### src/rtl/multiword_add_sequencer.sv
// multiword_add_sequencer
//
// Adds two WORDS x 16-bit operands by streaming 16-bit slices, least-significant
// slice first, through one external 16-bit adder. The carry out of each slice is
// held in a register and fed back as the carry into the next slice, so a single
// narrow adder covers 32/64-bit (or wider) additions at one slice per cycle.
//
// Operation: IDLE -> (start) -> RUN for WORDS cycles -> DONE for one cycle -> IDLE.
// Throughput is one operation per WORDS+2 cycles.
//
// Ports:
//   clk       clock, rising edge
//   rst       asynchronous, active-high reset
//   start     request, sampled only while ready=1
//   a_in      operand A (16*WORDS bits), captured on the accepted start
//   b_in      operand B (16*WORDS bits), captured on the accepted start
//   cin       carry into slice 0, captured on the accepted start
//   ready     high in IDLE only
//   busy      high in RUN only
//   done      one-cycle completion pulse (DONE state)
//   result    sum of the last completed operation
//   cout      carry out of the top slice of the last completed operation
//   add_a     slice of A to the external adder (0 outside RUN)
//   add_b     slice of B to the external adder (0 outside RUN)
//   add_cin   inter-slice carry to the external adder (0 outside RUN)
//   add_sum   combinational sum from the external adder
//   add_cout  combinational carry out from the external adder

module multiword_add_sequencer #(
    parameter int unsigned WORDS = 4
) (
    input  logic                 clk,
    input  logic                 rst,
    input  logic                 start,
    input  logic [16*WORDS-1:0]  a_in,
    input  logic [16*WORDS-1:0]  b_in,
    input  logic                 cin,
    output logic                 ready,
    output logic                 busy,
    output logic                 done,
    output logic [16*WORDS-1:0]  result,
    output logic                 cout,
    output logic [15:0]          add_a,
    output logic [15:0]          add_b,
    output logic                 add_cin,
    input  logic [15:0]          add_sum,
    input  logic                 add_cout
);

    localparam int unsigned IDXW = (WORDS > 1) ? $clog2(WORDS) : 1;
    localparam int unsigned OPW  = 16 * WORDS;
    localparam logic [IDXW-1:0] LAST_IDX = IDXW'(WORDS - 1);

    typedef enum logic [1:0] {
        StIdle,
        StRun,
        StDone
    } state_e;

    state_e            state_q, state_d;
    logic [IDXW-1:0]   idx_q;
    logic              carry_q;
    logic [OPW-1:0]    a_q;
    logic [OPW-1:0]    b_q;
    logic [OPW-1:0]    shadow_q;
    logic [OPW-1:0]    result_q;
    logic              cout_q;

    logic              accept;
    logic              last_slice;
    logic [15:0]       a_slice;
    logic [15:0]       b_slice;
    logic [OPW-1:0]    shadow_d;
    logic [OPW-1:0]    result_d;

    assign accept     = (state_q == StIdle) && start;
    assign last_slice = (idx_q == LAST_IDX);

    // ------------------------------------------------------------------
    // FSM: state register
    // ------------------------------------------------------------------
    always_ff @(posedge clk or posedge rst) begin
        if (rst) begin
            state_q <= StIdle;
        end else begin
            state_q <= state_d;
        end
    end

    // ------------------------------------------------------------------
    // FSM: next-state logic
    // ------------------------------------------------------------------
    always_comb begin
        state_d = state_q;
        unique case (state_q)
            StIdle: begin
                if (start) begin
                    state_d = StRun;
                end
            end
            StRun: begin
                if (last_slice) begin
                    state_d = StDone;
                end
            end
            StDone: begin
                state_d = StIdle;
            end
            default: begin
                state_d = StIdle;
            end
        endcase
    end

    // ------------------------------------------------------------------
    // FSM: outputs
    // ------------------------------------------------------------------
    always_comb begin
        ready   = 1'b0;
        busy    = 1'b0;
        done    = 1'b0;
        add_a   = '0;
        add_b   = '0;
        add_cin = 1'b0;
        unique case (state_q)
            StIdle: begin
                ready = 1'b1;
            end
            StRun: begin
                busy    = 1'b1;
                add_a   = a_slice;
                add_b   = b_slice;
                add_cin = carry_q;
            end
            StDone: begin
                done = 1'b1;
            end
            default: begin
                ready = 1'b0;
            end
        endcase
    end

    // ------------------------------------------------------------------
    // Slice select and slice write-back
    // ------------------------------------------------------------------
    // Explicit compare-and-select keeps idx width independent of the
    // part-select base arithmetic.
    always_comb begin
        a_slice  = '0;
        b_slice  = '0;
        shadow_d = shadow_q;
        for (int unsigned i = 0; i < WORDS; i++) begin
            if (idx_q == IDXW'(i)) begin
                a_slice              = a_q[16*i +: 16];
                b_slice              = b_q[16*i +: 16];
                shadow_d[16*i +: 16] = add_sum;
            end
        end
    end

    // The top slice comes straight from the adder; lower slices were
    // collected in the shadow register on earlier RUN edges.
    always_comb begin
        result_d                      = shadow_q;
        result_d[16*(WORDS-1) +: 16]  = add_sum;
    end

    // ------------------------------------------------------------------
    // Datapath registers
    // ------------------------------------------------------------------
    always_ff @(posedge clk or posedge rst) begin
        if (rst) begin
            idx_q    <= '0;
            carry_q  <= 1'b0;
            a_q      <= '0;
            b_q      <= '0;
            shadow_q <= '0;
            result_q <= '0;
            cout_q   <= 1'b0;
        end else if (accept) begin
            a_q     <= a_in;
            b_q     <= b_in;
            carry_q <= cin;
            idx_q   <= '0;
        end else if (state_q == StRun) begin
            shadow_q <= shadow_d;
            carry_q  <= add_cout;
            if (last_slice) begin
                // idx parks at WORDS-1 until the next accepted start.
                result_q <= result_d;
                cout_q   <= add_cout;
            end else begin
                idx_q <= idx_q + IDXW'(1);
            end
        end
    end

    assign result = result_q;
    assign cout   = cout_q;

endmodule

### config.mk
export PLATFORM = sky130hd
export DESIGN_NAME = multiword_add_sequencer
export DESIGN_NICKNAME = d
export VERILOG_FILES = /design/src/rtl/multiword_add_sequencer.sv
export SDC_FILE = /design/constraint.sdc
export NUM_CORES = 1
export LEC_CHECK = 0
export BUFFER_PORTS_ARGS = -buffer_cell sky130_fd_sc_hd__buf_4
export CAP_MARGIN = 25
export CORE_ASPECT_RATIO = 0.7
export CORE_MARGIN = 8
export CORE_UTILIZATION = 55
export CTS_BUF_LIST = sky130_fd_sc_hd__clkbuf_4 sky130_fd_sc_hd__clkbuf_8
export CTS_CLUSTER_SIZE = 10
export DETAILED_ROUTE_END_ITERATION = 7
export PLACE_DENSITY_LB_ADDON = 0.05
export SYNTH_ARGS = -nofsm -noshare
export SYNTH_HDL_FRONTEND = slang
export SYNTH_SLANG_ARGS = --single-unit
export TNS_END_PERCENT = 50
### constraint.sdc
create_clock -name clk -period 11.1 [get_ports clk]
set_clock_uncertainty 0.15 [all_clocks]
set_input_delay 2.22 -clock clk [delete_from_list [all_inputs] [get_ports clk]]
set_output_delay 2.22 -clock clk [all_outputs]
set_load 0.01 [all_outputs]
==> impl_metrics.toml <==
[status]
outcome = "complete, no violations"

[synth]
synth-edff-count = 0
yosysWarnings = 0
synth_largest_area_cell = "dfrtp_1"
synthCells = 697
synthTopCellsByCount = "dfrtp_1 (246), mux2_2 (182), mux2_4 (59), nor2b_1 (34)"
synth-seq-cells = 246
synth.area.top_cells = "dfrtp_1 (58%), mux2_2 (19%), mux2_4 (8.4%), a221oi_1 (2.7%), o41ai_1 (2.7%)"
synthFlopType = "dfrtp_1"
ys_async_sr_fraction_pct = 100
synthesis.nets = 850
synth_top_area_share_pct = 58.4
ys_seq_area_share_pct = 58.4
synth.most_common_cell = "dfrtp_1"
syn_avg_cell_area_sq_um = 15.1
synth_cell_types = 27
synth_area_sq_um = 10500

[worst_setup_path]
endpoint_kind = "output port"
path_max_fanout = 39
cp_slowest_stage_delay_ps = 770
reg2reg_to = "result[42]"
path_class = "reg2out"
crit_chain = "nand2b_2 > clkinv_4 > nand3_1 > o41ai_1 > buf_4"
r2r_cells = 5
required_ps = 8730
ff2ff_setup_slack_ps = 7830
cp_data_arrival_time_ps = 2900
rr_startpoint = "state_q[1]"
crit_path_start_kind = "flip-flop"
crit_slowest_cell = "nand2b_2"

[clock_tree]
numClockSinks = 246
clockBufferDepth = 3
cts_tree = "built"
htreeDepth = 2
clock-root-buffer = "clkbuf_8"
cts_hold_buffers = 0
post_cts_buffers = 0
clock_latency_ps = 510
numCtsBuffers = 38
cts_resized = 0
clk_pin_slew_worst_paths_ps = 60

[timing]
finalCritPeriodShare_pct = 47.5
period_needed_ps = 5270
tightest_slew_ps = 945
finalSetupViolations = 0
rsz0062_at_grt = "false"
fmax_mhz = 190
layout_setup_ws_ps = 5830
drv_slew = 0
finalSetupTns_ps = 0
relSlewSlack_pct = 37.0
hold_violations = 0

[floorplan]
die_w_um = 181
coreArea_sq_um = 18900
num_rows = 42
initial_core_util_pct = 55.9
die_height_um = 132
ioPinCount = 250
die-area_sq_um = 23900

[global_routing]
globalRouteMet3Util_pct = 6.66
busiest_layer = "met2"
grt_use_met2_pct = 34.0
overflow = 0
grt_max_degree = 124
grt_pass1_vias = 7674
grt_antenna_before_repair = 1
grt_pass1_wl_um = 42100
gr-usage-met1_pct = 28.5
grt_usage_pct = 21.6

[hold_path]
hp-start = "shadow_q[31]"
hp-class = "reg2reg"
worstHoldPathCells = 1
whs_endpoint = "result[31]"

[cells_and_area]
area_growth_pct = 26.3
fill_cells = 1305
diodes = 0
nets = 1094
drive_above_1_share_pct = 59.8
stdcell_count = 1212

[placement]
gp_congestion = 0.837
hpwl_um = 18200
place_ws_ps = 6310
portBuffers = 249
dpl.cell_count = 1142

[route]
ant_nets = 0
first_pass_iters = 4
wl_per_cell_um = 21.8
routed-via-count = 6836
viasPerCell = 5.64
drtIter0Drc = 386
route.final.wire_length_um = 26500
drcViolationCount = 0

[pwr]
power.density_nw_per_um2 = 316
pwr-share-seq_pct = 38.8
power.leakage_nw = 6.17
p_sw_share_pct = 33.5
clockPowerShare_pct = 18.1
power_frac_comb_pct = 43.1
peakVddDrop_uv = 153
p_sw_w = 0.00141
p_int_w = 0.00280

[job]
maxCapViolations = 0
==> worst max-delay path: cells and delay by family, from the launching register on <==
kind | cells | cell delay, ps
buf+inv | 2 | 800
flops | 1 | 410
compound gates | 1 | 140
simple gates | 2 | 1020
==> kinds of logic (layout without fill, tap and decap cells) <==
kind of cell	after synthesis	in the layout	share of synthesized area [%]
compound gates	68	68	5.57
flops	246	246	58.4
fa+ha+maj	4	4	0.475
buf+inv	60	333	3.37
mux	242	242	27.9
simple gates	77	77	4.27
==> power by group through the flow <==
stage	registers [W]	clock network (W)	logic, W
after global routing	0.00169	0.000823	0.00195
after detailed placement	0.00164	0	0.00183
after CTS	0.00163	0.000781	0.00183
final	0.00163	0.000762	0.00182
after global placement	0.00161	0	0.00178
after floorplan	0.00162	0	0.00117
==> metrics by stage <==
step / area [sq um] / hold WS, ps / total power, W / util [%]
floorplan: 10500 / 325 / 0.00278 / -
global placement: 12500 / 333 / 0.00339 / 66.1
detailed placement: 12500 / 338 / 0.00347 / 66.3
CTS: 13300 / 352 / 0.00425 / 70.5
global route: 13300 / 366 / 0.00446 / 70.6
finish: 13300 / 348 / 0.00421 / 70.6
==> flip-flops by register name (all words and copies together), names as in the netlist <==
signal and flops:
a_q 64, b_q 64, result 64, shadow_q 48, idx_q 2, state_q 2
carry_q 1, cout 1
==> worst max-delay path by stage <==
stage          cells after the start  slack, ps       start         end
5_1_grt                            5       5660  state_q[1]    add_b[1]
2_1_floorplan                      1       1970         rst      a_q[0]
6_report                           5       5830  state_q[1]    add_b[1]
3_5_place_dp                       4       6310         rst  result[53]
3_3_place_gp                       5       6370    idx_q[0]   add_a[15]
4_1_cts                            5       5820  state_q[1]   add_b[11]
==> placed cells by master, fill, tap and decap left out, drive strengths merged, types with 2 or more instances in the layout <==
| cell type | n |
|---|---|
| buf | 259 |
| dfrtp | 246 |
| mux2 | 241 |
| clkbuf | 60 |
| nor2b | 34 |
| a221oi | 32 |
| nand3 | 32 |
| o41ai | 32 |
| clkinv | 9 |
| nand2 | 5 |
| inv | 4 |
| ha | 4 |
| o21ai | 2 |
| nor2 | 2 |
==> metal layers <==
metal | up-vias | routed length, um
met5 | - | 11
met4 | 2 | 549
met3 | 51 | 2130
met2 | 245 | 12300
met1 | 3477 | 11500
li1 | 3061 | -
==> final cells by class <==
class	instances	area, sq um	area share, %
Sequential cell	246	6160	46.2
Multi-Input combinational cell	391	4050	30.4
Timing Repair Buffer	259	2000	15.0
Clock buffer	60	732	5.50
Tap cell	242	303	2.27
Clock inverter	9	47.5	0.357
Inverter	5	31.3	0.235
No activity file was read; power rests on OpenSTA's default activity.
